File: config.mk
export PLATFORM = sky130hd
export DESIGN_NAME = spk_out_arb
export DESIGN_NICKNAME = d
export VERILOG_FILES = /design/src/rtl/spk_out_pkg.sv /design/src/rtl/spk_out_arb_queue.sv /design/src/rtl/spk_out_arb.sv
export SDC_FILE = /design/constraint.sdc
export NUM_CORES = 1
export LEC_CHECK = 0
export ABC_AREA = 1
export BUFFER_PORTS_ARGS = -buffer_cell sky130_fd_sc_hd__buf_2
export CORE_AREA = 2 2 171 173
export CTS_CLUSTER_DIAMETER = 150
export DETAILED_ROUTE_END_ITERATION = 12
export DIE_AREA = 0 0 173 175
export PLACE_DENSITY_LB_ADDON = 0.05
export SYNTH_ARGS = -nofsm -noshare
export SYNTH_HDL_FRONTEND = slang
export SYNTH_SLANG_ARGS = --single-unit
File: constraint.sdc
create_clock -name clk -period 5 [get_ports clk]
set_input_delay 0.75 -clock clk [delete_from_list [all_inputs] [get_ports clk]]
set_output_delay 0.75 -clock clk [all_outputs]
set_load 0.03 [all_outputs]
File: src/rtl/spk_out_pkg.sv
// Shared flit-type constants and arbiter state encoding for the spike-out FIFO writer.
package spk_out_pkg;

  localparam int FTW = 3;

  localparam logic [FTW-1:0] SPIKE    = 3'b000;
  localparam logic [FTW-1:0] DATA     = 3'b001;
  localparam logic [FTW-1:0] DATA_END = 3'b010;
  localparam logic [FTW-1:0] WRITE    = 3'b110;
  localparam logic [FTW-1:0] READ     = 3'b111;

  typedef enum logic [0:0] {
    S_IDLE     = 1'b0,
    S_CFG_LOCK = 1'b1
  } arb_state_t;

  function automatic logic opens_lock(input logic [FTW-1:0] i_type);
    return (i_type == DATA);
  endfunction

  function automatic logic closes_lock(input logic [FTW-1:0] i_type);
    return (i_type == DATA_END);
  endfunction

endpackage

File: src/rtl/spk_out_arb_queue.sv
// Synchronous first-word-fall-through FIFO; full/empty come straight off the count register,
// so a pop in the same cycle never unblocks that cycle's push.
module spk_out_arb_queue #(
  parameter int W = 59,
  parameter int D = 4
) (
  input  logic                   clk,
  input  logic                   rst_n,
  input  logic                   i_push,
  input  logic [W-1:0]           i_wdata,
  input  logic                   i_pop,
  output logic [W-1:0]           o_head,
  output logic                   o_full,
  output logic                   o_empty,
  output logic [$clog2(D):0]     o_count
);

  localparam int AW = $clog2(D);
  localparam int CW = AW + 1;

  logic [W-1:0]  r_mem [D];
  logic [AW-1:0] r_wptr;
  logic [AW-1:0] r_rptr;
  logic [CW-1:0] r_count;
  logic          w_do_push;
  logic          w_do_pop;

  assign o_full    = (r_count == CW'(D));
  assign o_empty   = (r_count == {CW{1'b0}});
  assign o_count   = r_count;
  assign o_head    = r_mem[r_rptr];
  assign w_do_push = i_push && !o_full;
  assign w_do_pop  = i_pop && !o_empty;

  // Storage array; contents are don't-care until written.
  always_ff @(posedge clk) begin
    if (w_do_push) begin
      r_mem[r_wptr] <= i_wdata;
    end
  end

  // Pointers wrap naturally since D is a power of two.
  always_ff @(posedge clk) begin
    if (!rst_n) begin
      r_wptr  <= {AW{1'b0}};
      r_rptr  <= {AW{1'b0}};
      r_count <= {CW{1'b0}};
    end else begin
      if (w_do_push) r_wptr <= r_wptr + AW'(1);
      if (w_do_pop)  r_rptr <= r_rptr + AW'(1);
      case ({w_do_push, w_do_pop})
        2'b10:   r_count <= r_count + CW'(1);
        2'b01:   r_count <= r_count - CW'(1);
        default: r_count <= r_count;
      endcase
    end
  end

endmodule

File: src/rtl/spk_out_arb.sv
// Spike-out FIFO writer: queues soma spikes and config flits, keeps DATA..DATA_END packets
// contiguous and bounds config starvation. Drop statistics exist only with SPK_OUT_ARB_STAT_EN.
module spk_out_arb #(
  parameter int FW         = 59,
  parameter int SW         = 24,
  parameter int SPK_QD     = 4,
  parameter int CFG_QD     = 4,
  parameter int STARVE_MAX = 8
) (
  input  logic          clk,
  input  logic          rst_n,
  input  logic          soma_spk_out_fire,
  input  logic [SW-1:0] soma_neuid,
  output logic          spk_out_soma_busy,
  input  logic          config_spk_out_we,
  input  logic [FW-1:0] config_spk_out_wdata,
  output logic          spk_out_config_full,
  input  logic          spk_out_fifo_full,
  output logic          spk_out_push,
  output logic [FW-1:0] spk_out_push_data,
  output logic [15:0]   stat_spk_drop,
  output logic [15:0]   stat_cfg_drop
);

  import spk_out_pkg::*;

  localparam int SCW = $clog2(STARVE_MAX + 1);
  localparam logic [SCW-1:0] STARVE_LIM = SCW'(STARVE_MAX);

  arb_state_t             r_state;
  logic [SCW-1:0]         r_starve;
  logic                   r_push;
  logic [FW-1:0]          r_push_data;
  logic [FW-1:0]          w_spk_flit;
  logic [FW-1:0]          w_spk_head;
  logic [FW-1:0]          w_cfg_head;
  logic                   w_spk_full, w_spk_empty, w_cfg_full, w_cfg_empty;
  logic [$clog2(SPK_QD):0] w_spk_count;
  logic [$clog2(CFG_QD):0] w_cfg_count;
  logic                   w_spk_grant, w_cfg_grant, w_spk_pop, w_cfg_pop, w_issue;
  logic [FTW-1:0]         w_cfg_type;
  logic                   w_unused_counts;

  assign w_spk_flit = {SPIKE, {(FW-SW-FTW){1'b0}}, soma_neuid};
  assign w_cfg_type = w_cfg_head[FW-1 -: FTW];
  // Occupancy counts are exposed by the queue for debug; arbitration needs only full/empty.
  assign w_unused_counts = ^{w_spk_count, w_cfg_count};

  spk_out_arb_queue #(.W(FW), .D(SPK_QD)) u_spk_q (
    .clk(clk), .rst_n(rst_n),
    .i_push(soma_spk_out_fire), .i_wdata(w_spk_flit), .i_pop(w_spk_pop),
    .o_head(w_spk_head), .o_full(w_spk_full), .o_empty(w_spk_empty), .o_count(w_spk_count)
  );

  spk_out_arb_queue #(.W(FW), .D(CFG_QD)) u_cfg_q (
    .clk(clk), .rst_n(rst_n),
    .i_push(config_spk_out_we), .i_wdata(config_spk_out_wdata), .i_pop(w_cfg_pop),
    .o_head(w_cfg_head), .o_full(w_cfg_full), .o_empty(w_cfg_empty), .o_count(w_cfg_count)
  );

  // Grant selection: spikes win in idle until the waiting config head has been starved too long.
  always_comb begin
    w_spk_grant = 1'b0;
    w_cfg_grant = 1'b0;
    case (r_state)
      S_IDLE: begin
        if (!w_spk_empty && (r_starve < STARVE_LIM)) begin
          w_spk_grant = 1'b1;
        end else begin
          w_cfg_grant = !w_cfg_empty;
        end
      end
      S_CFG_LOCK: w_cfg_grant = !w_cfg_empty;
      default: begin
        w_spk_grant = 1'b0;
        w_cfg_grant = 1'b0;
      end
    endcase
  end

  assign w_spk_pop = w_spk_grant && !spk_out_fifo_full;
  assign w_cfg_pop = w_cfg_grant && !spk_out_fifo_full;
  assign w_issue   = w_spk_pop || w_cfg_pop;

  // Arbiter FSM, starvation counter and registered FIFO write port.
  always_ff @(posedge clk) begin
    if (!rst_n) begin
      r_state     <= S_IDLE;
      r_starve    <= {SCW{1'b0}};
      r_push      <= 1'b0;
      r_push_data <= {FW{1'b0}};
    end else begin
      r_push <= w_issue;
      if (w_issue) begin
        r_push_data <= w_cfg_pop ? w_cfg_head : w_spk_head;
      end
      case (r_state)
        S_IDLE:     if (w_cfg_pop && opens_lock(w_cfg_type))  r_state <= S_CFG_LOCK;
        S_CFG_LOCK: if (w_cfg_pop && closes_lock(w_cfg_type)) r_state <= S_IDLE;
        default:    r_state <= S_IDLE;
      endcase
      // Backpressure freezes the counter along with everything else.
      if (!spk_out_fifo_full) begin
        if (w_cfg_empty || w_cfg_pop) begin
          r_starve <= {SCW{1'b0}};
        end else if (w_spk_pop && (r_starve != STARVE_LIM)) begin
          r_starve <= r_starve + SCW'(1);
        end
      end
    end
  end

  assign spk_out_soma_busy   = w_spk_full;
  assign spk_out_config_full = w_cfg_full;
  assign spk_out_push        = r_push;
  assign spk_out_push_data   = r_push_data;

`ifdef SPK_OUT_ARB_STAT_EN
  logic [15:0] r_stat_spk;
  logic [15:0] r_stat_cfg;

  // Saturating drop counters.
  always_ff @(posedge clk) begin
    if (!rst_n) begin
      r_stat_spk <= 16'h0000;
      r_stat_cfg <= 16'h0000;
    end else begin
      if (soma_spk_out_fire && w_spk_full && (r_stat_spk != 16'hFFFF)) r_stat_spk <= r_stat_spk + 16'h0001;
      if (config_spk_out_we && w_cfg_full && (r_stat_cfg != 16'hFFFF)) r_stat_cfg <= r_stat_cfg + 16'h0001;
    end
  end

  assign stat_spk_drop = r_stat_spk;
  assign stat_cfg_drop = r_stat_cfg;
`else
  assign stat_spk_drop = 16'h0000;
  assign stat_cfg_drop = 16'h0000;
`endif

endmodule

==> flow_metrics.py, run 1 <==
metrics = {
    "sta": {
        "min_period_ns": 2.87,
        "setup_viol": 0,
        "final.setup.tns_ns": 0,
        "tightest_slew_ns": 0.989,
        "rsz0062_at_grt": "no",
        "period_share": 0.575,
        "fmax_ghz": 0.348,
        "skew_ns": 0.0117,
        "relSlewSlack": 0.340,
        "finalHoldViolCount": 0,
        "setup_ws_ns": 2.13,
        "slew_viol_final": 0,
    },
    "global_routing": {
        "overflow": 0,
        "grt_pass1_vias": 9821,
        "grt_pass1_wl_um": 52500,
        "busiest_layer": "met2",
        "grt_use_met2": 0.373,
        "globalRouteMet3Util": 0.0383,
        "use_met1": 0.295,
        "track_usage": 0.222,
        "grt_max_degree": 79,
        "antenna_found_initial": 8,
    },
    "clock_tree": {
        "cts.repair.resized": 0,
        "clock_path_buffers": 3,
        "root_buffer": "clkbuf_16",
        "clk_latency_ns": 0.53,
        "hold_buffers": 0,
        "cts_tree": "done",
        "cts_setup_buffers": 0,
        "cts_htree_levels": 2,
        "cts_inserted_buffers": 42,
        "clk_pin_slew_ns": 0.06,
        "cts.sink_count": 415,
    },
    "detailed_routing": {
        "via_count": 10400,
        "via_per_inst": 5.27,
        "ant_nets": 0,
        "wl_per_cell_um": 17.1,
        "drt_iter0_drc": 799,
        "post-route-drc-count": 0,
        "wl_um": 33700,
        "dr.pass1.iters": 5,
    },
    "die": {
        "die_y_um": 175,
        "start_util": 0.575,
        "core_area_um2": 28400,
        "dieArea_um2": 30300,
        "io_pins": 182,
        "rows": 62,
        "die_w_um": 173,
    },
    "synthesis": {
        "ys_ff_latch": 415,
        "synthSimpleGateAreaFrac": 0.118,
        "synth_fa_ha_area_frac": 0.0116,
        "yosysTopAreaCell": "edfxtp_1",
        "syn_inst": 1413,
        "synth_xor_area_frac": 0.000536,
        "synth_cell_types": 28,
        "synth-edff-count": 332,
        "syn_area_per_cell_um2": 11.6,
        "yosysSeqAreaShare": 0.712,
        "synth_top_family_by_area": "simple AND/OR/NAND/NOR gates",
        "synthTopCellsByArea": "edfxtp_1 (61%), dfxtp_1 (10%), o21ai_0 (6.0%), nor2_1 (5.0%), nand2_1 (4.5%)",
        "synthFlopType": "edfxtp_1",
        "synth.area.mux_share": 0,
        "synth-compound-area-share": 0.0993,
        "syn_area_um2": 16300,
        "async_reset_ff_frac": 0,
        "synth_top_area_frac": 0.610,
        "yosys_warnings": 0,
    },
    "critical_path": {
        "max_stage_delay_ns": 0.72,
        "crit_path_start_kind": "flip-flop",
        "end_kind": "flip-flop",
        "r2r_slack_ns": 2.13,
        "critical_path_arrival_ns": 3.29,
        "crit_fanout": 49,
        "cp_num_buf_inv": 2,
        "slowest_stage": "inv_2",
        "crit_family": "simple AND/OR/NAND/NOR gates",
        "crit_top_cell": "nand2_1",
        "cp_cell_sequence": "inv_2 -> nand3_2 -> nand2_1 -> nand2_2 -> nand2_2 -> inv_2 -> nor2_2 -> nand2_1 -> nand2_1",
        "critPathKind": "flip-flop to flip-flop",
        "required_ns": 5.41,
    },
    "power_and_ir_drop": {
        "p_per_area_nw_per_um2": 531,
        "ir_drop_mv": 0.452,
        "total_power_mw": 9.89,
        "p_leak_nw": 7.18,
    },
    "placed_design": {
        "place.gp.congestion": 0.752,
        "port_buffers": 149,
        "dpl.hpwl_um": 19600,
        "post-place-ws_ns": 1.72,
    },
    "worst_hold_path": {
        "hold_class": "input pin to flip-flop",
    },
    "run": {
        "timing.max_cap.violations": 0,
    },
    "final_layout": {
        "area_growth_pct": 14.1,
        "drive_above_1_share": 0.155,
        "finalCoreUtilization": 0.656,
        "layout.nets": 1645,
    },
    "run_status": {
        "outcome": "finished, final reports clean",
    },
}
==> through the flow <==
| stage | area (µm²) | hold WS [ns] | std cells |
|---|---|---|---|
| after floorplan | 16500 | 0.433 | 1444 |
| after global placement | 17300 | 0.443 | 1883 |
| after detailed placement | 17300 | 0.451 | 1883 |
| after CTS | 18600 | 0.413 | 1961 |
| after global routing | 18600 | 0.415 | 1964 |
| final | 18600 | 0.430 | 1966 |
==> flip-flops by register name (all words and copies together), names as in the netlist, named ones only <==
register	cells
u_spk_q.r_rptr	2
spk_out_push_data	59
u_spk_q.r_mem	96
u_cfg_q.r_wptr	2
u_spk_q.r_wptr	2
r_state	1
u_cfg_q.r_rptr	2
r_starve	4
u_spk_q.o_count	3
u_cfg_q.o_count	3
u_cfg_q.r_mem	236
spk_out_push	1
==> layout make-up <==
type | instances | area [µm²]
multi-input cells | 835 | 3930
diodes | 5 | 12.5
flip-flops and latches | 415 | 11600
clock inverters | 16 | 193
fillers | 2152 | 9760
repair buffers | 165 | 903
inverters | 84 | 315
clock buffers | 62 | 1170
well taps | 384 | 480
==> where the power goes <==
group	internal (mW)	switching [mW]
registers	4.17	0.224
logic	0.690	1.75
clock network	1.83	1.23
==> cell usage after synthesis (12+ instances only) <==
master	count
a21oi_1	58
buf_2	36
buf_4	36
clkbuf_1	31
dfxtp_1	83
edfxtp_1	332
ha_1	12
inv_1	77
nand2_1	194
nand3_1	36
nand3b_1	21
nor2_1	216
o21ai_0	196
o21ai_1	19
o22ai_1	38
==> cell families (layout without fill, tap and decap cells) <==
logic type	count (synthesis)	count (layout)
xor gates and xnor gates	1	1
and+or+nand+nor	475	475
AOI/OAI and AO/OA	313	313
buffers and inverters	194	327
other	1	37
DFF	415	415
adders and majority gates	14	14
==> cells in the final DEF (no fill, tap or decap), types with 3 or more instances in the layout <==
| cell type | n |
|---|---|
| nor2_2 | 4 |
| nand2_1 | 194 |
| buf_4 | 13 |
| bufinv_16 | 4 |
| ha_1 | 12 |
| o21ai_0 | 196 |
| buf_2 | 149 |
| inv_1 | 77 |
| a21oi_1 | 58 |
| buf_12 | 3 |
| edfxtp_1 | 332 |
| clkbuf_1 | 16 |
| inv_2 | 7 |
| o22ai_1 | 38 |
| diode_2 | 5 |
| nor2_1 | 208 |
| nor2_4 | 7 |
| o21ai_1 | 19 |
| clkbuf_16 | 42 |
| nand3_1 | 36 |
| clkinv_1 | 7 |
| conb_1 | 32 |
| nand3b_1 | 21 |
| clkbuf_8 | 4 |
| dfxtp_1 | 82 |
==> final timing paths <==
| kind | start | to | depth (start not counted) |
|---|---|---|---|
| setup / recovery | u_spk_q.o_count[1] | spk_out_push_data[2] | 9 |
| hold / removal | config_spk_out_wdata[15] | u_cfg_q.r_mem[3][15] | 1 |
| setup reg to reg | u_spk_q.o_count[1] | spk_out_push_data[2] | 9 |
| hold reg to reg | spk_out_push_data[47] | spk_out_push_data[47] | 2 |
==> routing by layer <==
| metal | wire length [µm] | vias to the layer above |
|---|---|---|
| met2 | 16300 | 290 |
| met1 | 14800 | 4915 |
| met5 | 25 | - |
| li1 | - | 5096 |
| met3 | 1770 | 55 |
| met4 | 788 | 4 |
Power figures use the tool's default switching activity.
==> run 2, diff against run 1 <==
- clock period: 5 -> 2.98 ns (I/O delays scaled with it)
==> run 2 against run 1 <==
- count of clock-buffer cells in the layout unchanged
- highest routed layer unchanged
- clock power grew 62%
- register-to-register slack lost 1.5 ns
- via count is 0.71% higher
- die area is the same
- global-route usage grew 0.060 points
- first-iteration DRC count is 5.6% higher
==> flow_metrics.py, run 2 (same netlist as run 1, synthesis figures left out) <==
metrics = {
    "run_status": {
        "outcome": "finished, final reports clean",
    },
    "sta": {
        "finalHoldViolCount": 0,
        "whs_ns": 0.126,
        "min_period_ns": 2.32,
        "skew_ns": 0.0173,
        "tightest_slew_ns": 0.744,
        "final.setup.tns_ns": 0,
        "setup_ws_ns": 0.656,
        "slew_viol_final": 0,
        "period_share": 0.780,
        "setup_viol": 0,
        "relSlewSlack": 0.504,
        "rsz0062_at_grt": "no",
        "fmax_ghz": 0.430,
    },
    "detailed_routing": {
        "via_count": 10400,
        "wl_per_cell_um": 17.1,
        "drt_iter0_drc": 844,
        "wl_um": 33700,
        "dr.pass1.iters": 5,
        "via_per_inst": 5.30,
        "post-route-drc-count": 0,
        "ant_nets": 0,
    },
    "die": {
        "start_util": 0.575,
        "io_pins": 182,
        "core_area_um2": 28400,
        "die_w_um": 173,
        "dieArea_um2": 30300,
        "die_y_um": 175,
        "rows": 62,
    },
    "placed_design": {
        "place.gp.congestion": 0.791,
        "post-place-cells": 1892,
        "dpl.hpwl_um": 19400,
        "port_buffers": 149,
        "post_dp_cell_area_um2": 17400,
        "post-place-ws_ns": 0.664,
    },
    "global_routing": {
        "overflow": 0,
        "track_usage": 0.222,
        "grt_pass1_wl_um": 52700,
        "grt_pass1_vias": 9841,
        "grt_max_degree": 119,
        "antenna_found_initial": 5,
    },
    "final_layout": {
        "final_cells": 1970,
        "multi_input_area_um2": 3910,
        "regMostFlops": "u_cfg_q.r_mem",
        "area_growth_pct": 14.5,
        "mostFrequentLayoutCells": "edfxtp_1 (332), nor2_1 (208), o21ai_0 (196), nand2_1 (194), buf_2 (149)",
        "fillers": 2205,
        "seqCellArea_um2": 11600,
        "layout.nets": 1653,
        "layout_commonest_cell": "edfxtp_1",
        "fin_area_um2": 18700,
        "drive_above_1_share": 0.160,
        "largest_register_ffs": 236,
    },
    "clock_tree": {
        "cts_inserted_buffers": 41,
        "cts.sink_count": 415,
        "cts.repair.resized": 0,
        "clk_latency_ns": 0.53,
        "cts_setup_buffers": 0,
        "hold_buffers": 0,
        "cts_htree_levels": 2,
        "cts_tree": "done",
        "root_buffer": "clkbuf_16",
        "clk_pin_slew_ns": 0.06,
        "clock_path_buffers": 3,
    },
    "critical_path": {
        "critical_path_arrival_ns": 2.73,
        "critPathKind": "flip-flop to flip-flop",
        "end_kind": "flip-flop",
        "crit_path_start_kind": "flip-flop",
        "required_ns": 3.38,
        "crit_fanout": 9,
    },
    "power_and_ir_drop": {
        "p_leak_nw": 7.24,
        "p_per_area_nw_per_um2": 884,
        "ir_drop_mv": 0.677,
    },
    "run": {
        "timing.max_cap.violations": 0,
    },
    "worst_hold_path": {
        "hold_class": "input pin to flip-flop",
    },
}
[run 2: cell types whose count changed in the layout (fill, tap and decap cells not counted), sizes merged]
cell	previous run	this run
buf	165	174
bufinv	4	2
clkinv	9	11
clkinvlp	1	0
diode	5	3
inv	86	84
[run 2: critical path, cell delays in order, from the launching register on]
cell     delay (ns)
dfxtp_1        0.32
nor2_1         0.17
nand2_1        0.09
nand2_1        0.41
ha_1           0.25
inv_1          0.07
fa_1           0.43
a21oi_1        0.14
o21ai_0        0.12
o21ai_0        0.15
a21oi_1        0.05
[run 2: cell type report]
class	count	area share
Antenna cell	3	0.000401
Clock buffer	62	0.0634
Clock inverter	13	0.00642
Inverter	84	0.0169
Multi-Input combinational cell	835	0.209
Sequential cell	415	0.622
Tap cell	384	0.0257
Timing Repair Buffer	174	0.0559
[run 2: through the flow]
step | util | total power, mW
after floorplan | - | 10.5
after global placement | 0.613 | 11.6
after detailed placement | 0.613 | 11.7
after CTS | 0.659 | 16.7
after global routing | 0.659 | 17.5
final | 0.659 | 16.5
[run 2: final timing paths]
path | slack, ns | from | endpoint | depth (start not counted)
setup reg to reg | 0.66 | u_cfg_q.o_count[0] | u_cfg_q.o_count[2] | 10
setup / recovery | 0.66 | u_cfg_q.o_count[0] | u_cfg_q.o_count[2] | 10
hold / removal | 0.13 | config_spk_out_wdata[11] | u_cfg_q.r_mem[0][11] | 1
hold reg to reg | 0.46 | spk_out_push_data[44] | spk_out_push_data[44] | 2
[run 2: where the power goes]
part / total, mW / switching, mW / internal (mW)
Sequential: 7.25 / 0.264 / 6.99
Combinational: 4.33 / 3.07 / 1.26
Clock: 4.95 / 2.03 / 2.92
[run 2: metal layers]
layer / part of all wire / wire length, µm / track usage / up-vias
met3: 0.060 / 2010 / 0.0448 / 60
met5: 0.0011 / 37 / 0 / -
met4: 0.025 / 829 / 0.0671 / 6
met2: 0.50 / 16700 / 0.382 / 287
met1: 0.42 / 14100 / 0.287 / 4974
li1: - / - / - / 5107
